<file path="config.mk">
export PLATFORM = sky130hd
export DESIGN_NAME = line_endpoint_capture
export DESIGN_NICKNAME = d
export VERILOG_FILES = /design/src/rtl/line_endpoint_capture_pkg.sv /design/src/rtl/line_endpoint_capture_centroid_stability.sv /design/src/rtl/line_endpoint_capture.sv
export SDC_FILE = /design/constraint.sdc
export NUM_CORES = 1
export LEC_CHECK = 0
export CELL_PAD_IN_SITES_DETAIL_PLACEMENT = 0
export CELL_PAD_IN_SITES_GLOBAL_PLACEMENT = 1
export CORE_ASPECT_RATIO = 0.9
export CORE_UTILIZATION = 43
export DETAILED_ROUTE_END_ITERATION = 10
export PLACE_DENSITY = 0.78
export SLEW_MARGIN = 5
export SYNTH_ARGS = -nofsm -noshare
export SYNTH_HDL_FRONTEND = slang
export SYNTH_HIERARCHICAL = 1
export SYNTH_SLANG_ARGS = --single-unit
export TNS_END_PERCENT = 1
</file>
<file path="constraint.sdc">
create_clock -name clk_in -period 5.73 [get_ports clk_in]
set_clock_uncertainty 0.2 [all_clocks]
set_input_delay 0.573 -clock clk_in [delete_from_list [all_inputs] [get_ports clk_in]]
set_output_delay 0.573 -clock clk_in [all_outputs]
set_load 0.03 [all_outputs]
</file>
<file path="src/rtl/line_endpoint_capture_pkg.sv">
// Shared types for the line endpoint capture block: FSM states, point struct, coordinate widths.
// Latency: n/a (declarations only).
// Backpressure: n/a.
package line_pkg;

    localparam int XW = 11;
    localparam int YW = 10;
    localparam int DW = 12;  // signed difference width, wide enough for either axis

    typedef enum logic [1:0] {
        IDLE    = 2'd0,
        HAVE_P1 = 2'd1,
        PENDING = 2'd2,
        DRAWN   = 2'd3
    } state_t;

    typedef struct packed {
        logic [XW-1:0] x;
        logic [YW-1:0] y;
    } point_t;

    // |a - b| on zero-extended coordinates; the result always fits in DW-1 bits.
    function automatic logic [DW-1:0] abs_diff(input logic [DW-1:0] a, input logic [DW-1:0] b);
        logic [DW-1:0] d;
        d = a - b;
        return d[DW-1] ? (~d + 1'b1) : d;
    endfunction

endpackage

</file>
<file path="src/rtl/line_endpoint_capture_centroid_stability.sv">
// Tracks whether the per-frame centroid has held still for STABLE_FRAMES frames within TOL.
// Latency: prev/stable update on the cycle after the new_frame pulse.
// Backpressure: none; samples only on new_frame.
module centroid_stability
    import line_pkg::*;
#(
    parameter int STABLE_FRAMES = 3,
    parameter int TOL           = 2
) (
    input  logic          clk,
    input  logic          rst,
    input  logic          new_frame,
    input  logic [XW-1:0] x_com,
    input  logic [YW-1:0] y_com,
    input  logic          com_valid,
    output point_t        prev,
    output logic          stable
);

    localparam int CW = $clog2(STABLE_FRAMES + 1);

    logic [CW-1:0] stable_cnt;
    logic [CW-1:0] cnt_nxt;
    logic [DW-1:0] dx;
    logic [DW-1:0] dy;
    logic          still;

    // Per-axis movement against the previous valid centroid and the next count value.
    always_comb begin
        dx      = abs_diff({1'b0, x_com}, {1'b0, prev.x});
        dy      = abs_diff({2'b00, y_com}, {2'b00, prev.y});
        still   = (dx <= DW'(TOL)) && (dy <= DW'(TOL));
        cnt_nxt = stable_cnt;
        if (!com_valid) begin
            cnt_nxt = '0;
        end else if (still) begin
            if (stable_cnt != CW'(STABLE_FRAMES))
                cnt_nxt = stable_cnt + 1'b1;
        end else begin
            cnt_nxt = '0;
        end
    end

    // Counter, stable flag and previous centroid advance only on frame pulses.
    always_ff @(posedge clk) begin
        if (rst) begin
            stable_cnt <= '0;
            stable     <= 1'b0;
            prev       <= '0;
        end else if (new_frame) begin
            stable_cnt <= cnt_nxt;
            stable     <= (cnt_nxt == CW'(STABLE_FRAMES));
            if (com_valid)
                prev <= '{x: x_com, y: y_com};
        end
    end

endmodule

</file>
<file path="src/rtl/line_endpoint_capture.sv">
// Captures two still centroid endpoints on capture pulses and publishes the segment frame-aligned.
// Latency: p2 capture to visible line lands on the first later new_frame pulse (1-2 frames).
// Backpressure: none; captures while unstable, too short, or pending are dropped.
module line_endpoint_capture
    import line_pkg::*;
#(
    parameter int STABLE_FRAMES = 3,
    parameter int TOL           = 2,
    parameter int MIN_LEN       = 8
) (
    input  logic          clk_in,
    input  logic          rst_in,
    input  logic          new_frame_in,
    input  logic [XW-1:0] x_com_in,
    input  logic [YW-1:0] y_com_in,
    input  logic          com_valid_in,
    input  logic          capture_in,
    input  logic          clear_in,
    output logic [XW-1:0] x_out_1,
    output logic [YW-1:0] y_out_1,
    output logic [XW-1:0] x_out_2,
    output logic [YW-1:0] y_out_2,
    output logic          line_valid_out,
    output logic          stable_out,
    output logic [1:0]    state_out
);

    state_t state, state_nxt;
    point_t prev, p1, p2, out1, out2;
    logic   stable;
    logic   clear_pend;
    logic   latch_p1, latch_p2, commit;
    logic   cap_ok;
    logic [DW:0] seg_len;

    centroid_stability #(
        .STABLE_FRAMES(STABLE_FRAMES),
        .TOL          (TOL)
    ) u_stab (
        .clk      (clk_in),
        .rst      (rst_in),
        .new_frame(new_frame_in),
        .x_com    (x_com_in),
        .y_com    (y_com_in),
        .com_valid(com_valid_in),
        .prev     (prev),
        .stable   (stable)
    );

    // Next state and datapath strobes; clear wins over everything else in its cycle.
    always_comb begin
        state_nxt = state;
        latch_p1  = 1'b0;
        latch_p2  = 1'b0;
        commit    = 1'b0;
        cap_ok    = capture_in && stable;
        seg_len   = {1'b0, abs_diff({1'b0, prev.x}, {1'b0, p1.x})}
                  + {1'b0, abs_diff({2'b00, prev.y}, {2'b00, p1.y})};
        if (clear_in) begin
            state_nxt = IDLE;
        end else begin
            case (state)
                IDLE: if (cap_ok) begin
                    latch_p1  = 1'b1;
                    state_nxt = HAVE_P1;
                end
                HAVE_P1: if (cap_ok && (seg_len >= (DW+1)'(MIN_LEN))) begin
                    latch_p2  = 1'b1;
                    state_nxt = PENDING;
                end
                PENDING: if (new_frame_in) begin
                    commit    = 1'b1;
                    state_nxt = DRAWN;
                end
                DRAWN: if (cap_ok) begin
                    latch_p1  = 1'b1;
                    state_nxt = HAVE_P1;
                end
                default: state_nxt = IDLE;
            endcase
        end
    end

    // State register.
    always_ff @(posedge clk_in) begin
        if (rst_in)
            state <= IDLE;
        else
            state <= state_nxt;
    end

    // Pending endpoints: captured from the registered centroid, erased by clear.
    always_ff @(posedge clk_in) begin
        if (rst_in || clear_in) begin
            p1 <= '0;
            p2 <= '0;
        end else begin
            if (latch_p1) p1 <= prev;
            if (latch_p2) p2 <= prev;
        end
    end

    // Published segment only moves on frame pulses: either a deferred clear or a commit.
    always_ff @(posedge clk_in) begin
        if (rst_in) begin
            out1           <= '0;
            out2           <= '0;
            line_valid_out <= 1'b0;
            clear_pend     <= 1'b0;
        end else begin
            if (new_frame_in && clear_pend) begin
                out1           <= '0;
                out2           <= '0;
                line_valid_out <= 1'b0;
            end else if (commit) begin
                out1           <= p1;
                out2           <= p2;
                line_valid_out <= 1'b1;
            end
            if (clear_in)
                clear_pend <= 1'b1;
            else if (new_frame_in)
                clear_pend <= 1'b0;
        end
    end

    assign x_out_1    = out1.x;
    assign y_out_1    = out1.y;
    assign x_out_2    = out2.x;
    assign y_out_2    = out2.y;
    assign stable_out = stable;
    assign state_out  = state;

endmodule

</file>
# == After elaboration in Yosys (flattened, before gate mapping) ==
# Index checks and enable logic that the tools add are counted.
# totals
reg_bits,112
latch_bits,0
ramBits,0
rom_bits,0
input_bits,27
out_inout_bits,46
n_memories,0
# op_classes
addsub,10
multipliers,0
div,0
magnitude_cmp,3
n_eq_ne,8
shifts,0
n_mux,22
n_bitwise,4
n_reduce_logical,12
# ops
op,count
adder 12 x 1 -> 12 bit (second input constant),4
2-to-1 mux 12 bit,4
inverter 12 bit,4
<= comparator 12 x 2 -> 1 bit (second input constant),2
subtractor 11 x 11 -> 12 bit,2
subtractor 10 x 10 -> 11 bit,2
adder 12 x 12 -> 13 bit,1
greater-or-equal comparator 13 x 4 -> 1 bit (second input constant),1
2-to-1 mux 2 bit,6
2-to-1 mux 1 bit,11
equality test 2 bit (second input constant),3
inequality test 2 bit (second input constant),3
one-hot mux 2 bit (3 select lines),1
OR reduction 2 bit,3
logical AND 1 bit,4
AND reduction 3 bit,1
adder 2 x 1 -> 2 bit (second input constant),1
equality test 2 x 1 -> 1 bit (second input constant),1
logical NOT 2 bit,1
inequality test 2 x 1 -> 1 bit (second input constant),1
AND reduction 2 bit,1
nonzero test 2 bit,1
logical OR 1 bit,1

# == Longest topological paths before layout ==
# Gate-level depths: netlist of run 1.
# logic_depth
depth_word,10
ltp_mapped,21
ltp_nobuf,19

# == Cells and area by module ==
# The synthesis of run 1 kept the hierarchy.
# modules_own_cells
mod,instances,cells_per_inst,area_per_inst_um2,seq_area_each_um2
line_endpoint_capture,1,666,5148.7,1761.7
centroid_stability,1,349,2620.0,480.5

# == Least setup slack after synthesis of run 1 ==
# Ideal clock, no wire load.
# synth_timing
path_kind,register -> register
startpoint,register u_stab/prev[10] (netlist name)
endpoint,register p2[0] (netlist bit)
setup_time_ns,0.120
arrival_ns,4.059
path_slack_ns,1.352
stages_incl_launch_ff,20
period_less_slack_ns,4.378
cell_sequence,dfxtp_1 > inv_1 > ha_1 > fa_1 > nor2b_1 > o22ai_1 > xnor2_1 > nand3_1 > nor3_1 > a31oi_1 > xnor2_1 > ha_1 > buf_2 > a2111oi_1 > o211ai_1 > nor4_1 > nor4b_4 > a21oi_2 > buf_6 > mux2i_1
# synth_via
elab_chain_cells,10
# synth_rtl
item,line,text
subtractor 11 x 11 -> 12 bit *,line_endpoint_capture_pkg.sv:25,d = a - b;
inverter 12 bit,line_endpoint_capture_pkg.sv:26,return d[DW-1] ? (~d + 1'b1) : d;
adder 12 x 1 -> 12 bit,line_endpoint_capture_pkg.sv:26,
2-to-1 mux 12 bit *,line_endpoint_capture_pkg.sv:26,
adder 12 x 12 -> 13 bit *,line_endpoint_capture.sv:58,"+ {1'b0, abs_diff({2'b00, prev.y}, {2'b00, p1.y})};"
greater-or-equal comparator 13 x 4 -> 1 bit *,line_endpoint_capture.sv:67,HAVE_P1: if (cap_ok && (seg_len >= (DW+1)'(MIN_LEN))) begin
logical AND 1 bit *,line_endpoint_capture.sv:67,
2-to-1 mux 1 bit *,line_endpoint_capture.sv:67,
2-to-1 mux 1 bit *,line_endpoint_capture.sv:62,case (state)
2-to-1 mux 1 bit *,line_endpoint_capture.sv:59,if (clear_in) begin
"end signal, assigned",line_endpoint_capture.sv:99,if (latch_p2) p2 <= prev;
"end, declared",line_endpoint_capture.sv:29,"point_t prev, p1, p2, out1, out2;"
# Mark *: on every way between the ends. The rest lies on a longest branch, timed or not.
# A chain may end at the register's enable or synchronous reset.

# == Final worst setup path of run 1 ==
# layout_timing
startpoint,register u_stab/prev[0] (netlist name)
endpoint,register p2[9] (netlist bit)
# layout_via
elab_chain_cells,10
# layout_rtl
item,line
subtractor 10 x 10 -> 11 bit *,line_endpoint_capture_pkg.sv:25
inverter 12 bit,line_endpoint_capture_pkg.sv:26
adder 12 x 1 -> 12 bit,line_endpoint_capture_pkg.sv:26
2-to-1 mux 12 bit *,line_endpoint_capture_pkg.sv:26
adder 12 x 12 -> 13 bit *,line_endpoint_capture.sv:58
greater-or-equal comparator 13 x 4 -> 1 bit *,line_endpoint_capture.sv:67
logical AND 1 bit *,line_endpoint_capture.sv:67
2-to-1 mux 1 bit *,line_endpoint_capture.sv:67
2-to-1 mux 1 bit *,line_endpoint_capture.sv:62
2-to-1 mux 1 bit *,line_endpoint_capture.sv:59
# Marks and branches as above.

==> results of run 1 <==
-- metal layers --
layer | vias to the layer above | wire, um | part of all wire, %
met5 | - | 0 | 0
met4 | 0 | 225 | 1.1
met3 | 13 | 881 | 4.3
met2 | 147 | 8510 | 42
met1 | 3335 | 10700 | 53
li1 | 3651 | - | -
-- cell usage after synthesis (12+ instances only) --
cell / count / share of area [%]
nand2_1: 238 / 11
a21oi_1: 121 / 7.8
dfxtp_1: 112 / 29
inv_1: 61 / 2.9
ha_1: 58 / 9.3
nor2_1: 51 / 2.5
clkbuf_1: 31 / 1.5
mux2i_1: 27 / 3.5
xnor2_1: 23 / 2.6
xor2_1: 22 / 2.5
nor3_1: 20 / 1.3
nand3_1: 15 / 0.97
o21ai_0: 15 / 0.97
nand2b_1: 12 / 0.97
-- per-stage QoR --
stage / util, % / setup WS (ns) / cell area [um2] / power, W
floorplan: - / 1.35 / 7770 / 0.00148
global placement: 49.5 / 0.821 / 8740 / 0.00167
CTS: 51.1 / 0.690 / 9020 / 0.00230
finish: 51.1 / 0.647 / 9020 / 0.00229
detailed placement: 49.5 / 0.689 / 8740 / 0.00166
global route: 51.1 / 0.239 / 9020 / 0.00242
-- worst reg2reg max path, delay by kind of cell, from the launching register on --
family	cells	cell delay (ns)
AOI/OAI and AO/OA	8	1.68
muxes	3	1.00
adders and majority gates	3	0.83
DFF	1	0.41
and+or+nand+nor	2	0.38
buffers and inverters	3	0.50
-- power groups by stage --
stage	Combinational, W	Sequential [W]	Clock, W
finish	0.000867	0.000793	0.000629
global route	0.000953	0.000794	0.000673
CTS	0.000859	0.000792	0.000647
detailed placement	0.000852	0.000811	0
global placement	0.000859	0.000810	0
floorplan	0.000667	0.000810	0
-- cell type report --
type | instances | share of cell area [%]
clock buffers | 10 | 2.65
clock inverters | 3 | 0.485
inverters | 61 | 2.54
multi-input cells | 801 | 56.5
flip-flops and latches | 112 | 24.8
well taps | 240 | 3.33
repair buffers | 92 | 9.65
-- sequential cells by signal, indices dropped and copies added, names as in the netlist --
register	cells
y_out_1	10
y_out_2	10
state_out	2
x_out_1	11
p1	21
u_stab/stable_cnt	2
p2	21
clear_pend	1
u_stab/stable	1
u_stab/prev	21
line_valid_out	1
x_out_2	11
-- path summary, 6_finish.rpt --
check / to / slack [ns] / depth (start not counted)
worst max-delay path: p2[9]$_SDFFE_PP0P_ / 0.65 / 19
worst min-delay path: x_out_2[9]$_SDFFE_PP0P_ / 0.25 / 2
worst max register to register: p2[9]$_SDFFE_PP0P_ / 0.65 / 19
worst min register to register: x_out_2[9]$_SDFFE_PP0P_ / 0.25 / 2
-- cells by family (layout without fill, tap and decap cells) --
| kind of cell | Yosys count | after routing | synth area share (%) |
|---|---|---|---|
| fa+ha+maj | 63 | 63 | 10.6 |
| simple gates | 412 | 412 | 24.4 |
| mux | 28 | 28 | 3.62 |
| flops | 112 | 112 | 28.9 |
| xor+xnor | 45 | 45 | 5.07 |
| other cells | 1 | 1 | 0.0483 |
| buf+inv | 102 | 166 | 5.56 |
| compound gates | 252 | 252 | 21.8 |
-- cells in the final DEF, fill, tap and decap left out, types with 4 or more instances in the layout --
master,synthesis,routed
or2_2,10,10
ha_1,58,58
nand2_1,238,238
xnor2_1,23,23
xor2_1,22,22
buf_4,0,20
o22ai_1,5,5
a211o_1,4,4
nor2b_1,10,10
nand3b_1,4,4
o211ai_1,8,8
clkbuf_16,0,9
clkdlybuf4s50_1,0,72
or3_1,6,6
nand3_1,15,15
inv_1,61,61
nand4_1,8,8
fa_1,5,5
a31oi_1,6,6
and2_1,6,6
nand2b_1,12,12
and4_1,4,4
a211oi_1,9,9
nor3_1,20,20
a21o_1,9,9
nor2_1,51,49
o21ai_1,4,4
mux2i_1,27,27
a21oi_1,121,121
o21a_1,7,7
and3_1,6,6
nor3b_1,5,5
o21ai_0,15,15
dfxtp_1,112,112
==> impl_metrics.ini, run 1 <==
[floorplanning]
row_count = 46
die_h_um = 130
ios = 73
fp.dieW_um = 144
dieArea_mm2 = 0.0186
start_util_pct = 44.0
coreArea_mm2 = 0.0177

[clock_tree]
clockBufferDepth = 2
cts_resized = 0
cts_tree = done
cts-root-buf = clkbuf_16
cts_setup_buffers = 0
cts_hold_buf = 0
cts_made_buffers = 9
numClockSinks = 112
h-tree-depth = 3
clk_latency_ns = 0.36
path_clk_slew_ns = 0.07

[min_path]
min_path_type = reg -> reg
min_from = p2[19]$_SDFFE_PP0P_

[finish]
register_area_mm2 = 0.00224
multiInputGateArea_mm2 = 0.00510
area_delta_synth_final_pct = 16.2
final_nets = 1167
final_cells = 1319
fillers = 1784
antennaDiodeCount = 0
drive_gt1_share_pct = 7.32

[route]
wl_um = 20300
ant_nets = 0
drc = 0
vias_per_cell = 5.42
num_vias = 7146
first_pass_iters = 5
first_iter_violations = 392
wl_per_cell_um = 15.4

[timing]
finalCritPeriodShare_pct = 88.7
holdWs_ns = 0.253
slew_headroom_pct = 34.7
min_period_ns = 5.08
maxClockFrequency_mhz = 197
drv_slew = 0
tightest_slew_ns = 0.976
hold_viol = 0
rsz0062_at_grt = no
setup_violations = 0
setup_tns_ns = 0

[grt]
met1_usage_pct = 33.9
grt_pass1_wl_um = 32500
antenna_found_initial = 0
grt_pass1_vias = 6318
overflow = 0
grt_max_degree = 44
grt.busiest_layer = met1
gr-usage-met3_pct = 3.07
grt_use_total_pct = 22.3
met2_usage_pct = 32.8

[placement]
hpwl_um = 15100
port_buffers = 72
finalWeightedCongestion = 0.867
place_inst = 1306

[synth]
syn_nets = 1105
ys_ff_latch = 112
synth_enable_flop_cells = 0
avgSynthCellArea_um2 = 7.65
syn_inst = 1015
synth_area_mm2 = 0.00777
seq_area_frac_synth_pct = 28.9
synthDistinctLibCells = 85
yosys_most_used_dff = dfxtp_1
yosysWarnings = 6
async_flop_share_pct = 0

[power_and_ir_drop]
power_frac_comb_pct = 37.9
leakagePower_nw = 3.20
p_switching_w = 0.000813
switching_share_pct = 35.5
power_density_mw_per_mm2 = 254
power_frac_seq_pct = 34.6
p_int_w = 0.00148
pwr-share-clk_pct = 27.5
peakVddDrop_mv = 0.127

[run]
cap_violations = 0

[worst_setup_path]
setup.worst_path.start = u_stab/prev[0]$_SDFFE_PP0P_
required_ns = 5.81
cp-end-kind = register
r2r_start = u_stab/prev[0]$_SDFFE_PP0P_
max_stage_delay_ns = 0.42
critPathKind = reg -> reg
arrival_ns = 5.17
crit_family = compound AO/OA/AOI/OAI gates
slowest_stage = mux2_2
cp_cell_sequence = inv_1 -> ha_1 -> inv_1 -> fa_1 -> a211oi_1 -> nor3b_1 -> o211ai_1 -> o2bb2ai_1 -> o21ai_2 -> mux2_2 -> fa_1 -> a211oi_1 -> o21bai_1 -> o22ai_1 -> mux2i_1 -> nor4b_4 -> a21oi_2 -> buf_4 -> mux2i_1
cp_max_fo = 21
crit_path_start_kind = register
path_buf_inv = 3

[outcome]
status = complete, no violations
(Power assumes the default switching activity.)
==> inputs of run 2 (changes only) <==
--- a/config.mk
+++ b/config.mk
@@ -10,7 +10,8 @@
 export CORE_ASPECT_RATIO = 0.9
 export CORE_UTILIZATION = 43
 export DETAILED_ROUTE_END_ITERATION = 10
-export PLACE_DENSITY = 0.78
+export PLACE_DENSITY_LB_ADDON = 0.1
+export SKIP_CTS_REPAIR_TIMING = 1
 export SLEW_MARGIN = 5
 export SYNTH_ARGS = -nofsm -noshare
 export SYNTH_HDL_FRONTEND = slang
==> impl_metrics.ini, run 2 (same netlist as run 1, synthesis figures left out) <==
[outcome]
status = complete, no violations

[worst_setup_path]
regToRegEndpoint = p2[8]$_SDFFE_PP0P_
cp-end-kind = register
arrival_ns = 5.16
cp_max_fo = 21
required_ns = 5.76
critPathKind = reg -> reg
r2r_start = u_stab/prev[10]$_SDFFE_PP0P_
reg2reg_depth = 18
reg2reg_setup_slack_ns = 0.60
crit_path_start_kind = register

[timing]
holdWs_ns = 0.254
finalCritPeriodShare_pct = 89.5
min_period_ns = 5.13
tightest_slew_ns = 0.993
final.setup.worst_slack_ns = 0.599
rsz0062_at_grt = no
maxClockFrequency_mhz = 195
setup_violations = 0
drv_slew = 0
setup_tns_ns = 0
hold_viol = 0
slew_headroom_pct = 33.7

[placement]
hpwl_um = 15200
finalWeightedCongestion = 0.864
placed_area_mm2 = 0.00876
port_buffers = 72
place_inst = 1309
post-place-ws_ns = 0.622

[route]
vias_per_cell = 5.37
wl_um = 20500
first_iter_violations = 408
wl_per_cell_um = 15.5
ant_nets = 0
num_vias = 7109
drc = 0
first_pass_iters = 4

[power_and_ir_drop]
power_frac_comb_pct = 37.3
power_density_mw_per_mm2 = 255
peakVddDrop_mv = 0.158
leakagePower_nw = 3.22
p_int_w = 0.00148
pwr-share-clk_pct = 28.5
switching_share_pct = 35.9
p_switching_w = 0.000830
power_frac_seq_pct = 34.2

[finish]
antennaDiodeCount = 0
top_regs = p1 (21), p2 (21), u_stab/prev (21)
final_nets = 1170
area_delta_synth_final_pct = 16.7
layout_commonest_cell = nand2_1
fin_area_mm2 = 0.00906
drive_gt1_share_pct = 7.65
final_cells = 1325
mostFrequentLayoutCells = nand2_1 (238), a21oi_1 (121), dfxtp_1 (112), clkdlybuf4s50_1 (72), inv_1 (61)

[grt]
grt_pass1_wl_um = 33500
grt_use_total_pct = 23.1
overflow = 0
antenna_found_initial = 0
grt_pass1_vias = 6530
grt_max_degree = 44

[clock_tree]
cts_tree = done
path_clk_slew_ns = 0.07
numClockSinks = 112
cts-root-buf = clkbuf_16
h-tree-depth = 3
clockBufferDepth = 2
clk_latency_ns = 0.36
cts_made_buffers = 9

[floorplanning]
ios = 73
row_count = 46
dieArea_mm2 = 0.0186
die_h_um = 130
start_util_pct = 44.0
coreArea_mm2 = 0.0177
fp.dieW_um = 144

[min_path]
min_path_cells = 2
min_from = x_out_1[0]$_SDFFE_PP0P_
min_path_type = reg -> reg
hold_path_end = x_out_1[0]$_SDFFE_PP0P_

[run]
cap_violations = 0
## run 2: cell types whose count changed in the layout (fill, tap and decap cells not counted)
cell,change
clkinvlp_4,+2
inv_6,-1
clkbuf_1,+2
clkinv_4,+1
buf_4,+3
clkinv_2,-1
## run 2: power groups by stage
stage	registers (W)	logic (W)	clock network, W
3_5_place_dp	0.000810	0.000850	0
6_report	0.000791	0.000864	0.000659
3_3_place_gp	0.000810	0.000864	0
5_1_grt	0.000792	0.000961	0.000701
4_1_cts	0.000791	0.000856	0.000675
2_1_floorplan	0.000810	0.000667	0
## run 2: how the worst max path moves through the flow
stage | from | end
finish | u_stab/prev[10]$_SDFFE_PP0P_ | p2[8]$_SDFFE_PP0P_
global route | u_stab/prev[0]$_SDFFE_PP0P_ | p2[16]$_SDFFE_PP0P_
CTS | u_stab/prev[10]$_SDFFE_PP0P_ | p2[8]$_SDFFE_PP0P_
detailed placement | u_stab/prev[10]$_SDFFE_PP0P_ | p2[16]$_SDFFE_PP0P_
global placement | u_stab/prev[10]$_SDFFE_PP0P_ | p2[7]$_SDFFE_PP0P_
floorplan | u_stab/prev[10]$_SDFFE_PP0P_ | p2[0]$_SDFFE_PP0P_
## run 2: worst max-delay path: stages (launching register included)
cell       delay, ns
dfxtp_1         0.42
inv_1           0.07
ha_1            0.22
fa_1            0.41
nor2b_1         0.19
o22ai_1         0.12
xnor2_1         0.25
nand3_1         0.14
nor3_1          0.38
a31oi_1         0.17
xnor2_1         0.16
ha_1            0.44
a2111oi_1       0.47
o211ai_1        0.15
nor4_1          0.31
nor4b_4         0.38
a21oi_2         0.09
buf_4           0.27
mux2i_1         0.17
## run 2: cell type report
cell class,instances,area [um2]
Sequential cell,112,2240
Fill cell,1747,8600
Clock buffer,12,246
Multi-Input combinational cell,801,5100
Inverter,61,229
Timing Repair Buffer,95,893
Clock inverter,4,53.8
Tap cell,240,300
## run 2: stage by stage
step	utilization (%)	total power, W
floorplan	-	0.00148
global placement	49.6	0.00167
detailed placement	49.6	0.00166
CTS	51.3	0.00232
global route	51.3	0.00245
finish	51.3	0.00232
## run 2: per-layer routing
| metal | global-route usage, % | share of wire [%] | wire (um) | vias to the layer above |
|---|---|---|---|---|
| li1 | - | - | - | 3670 |
| met1 | 33.9 | 52 | 10700 | 3319 |
| met2 | 35.7 | 43 | 8790 | 109 |
| met3 | 3.47 | 4.0 | 815 | 11 |
| met4 | 4.26 | 0.71 | 146 | 0 |
| met5 | 0 | 0 | 0 | - |
==> inputs of run 3 (changes only) <==
==> constraint.sdc (replaced) <==
create_clock -name clk_in -period 5.73 [get_ports clk_in]
set_clock_uncertainty 0.2 [all_clocks]
set_input_delay 0.573 -clock clk_in [delete_from_list [all_inputs] [get_ports clk_in]]
set_output_delay 0.573 -clock clk_in [all_outputs]
set_load 0.01 [all_outputs]
==> results of run 3 <==
No change in the layout: final DEF, timing and power equal those of run 2.
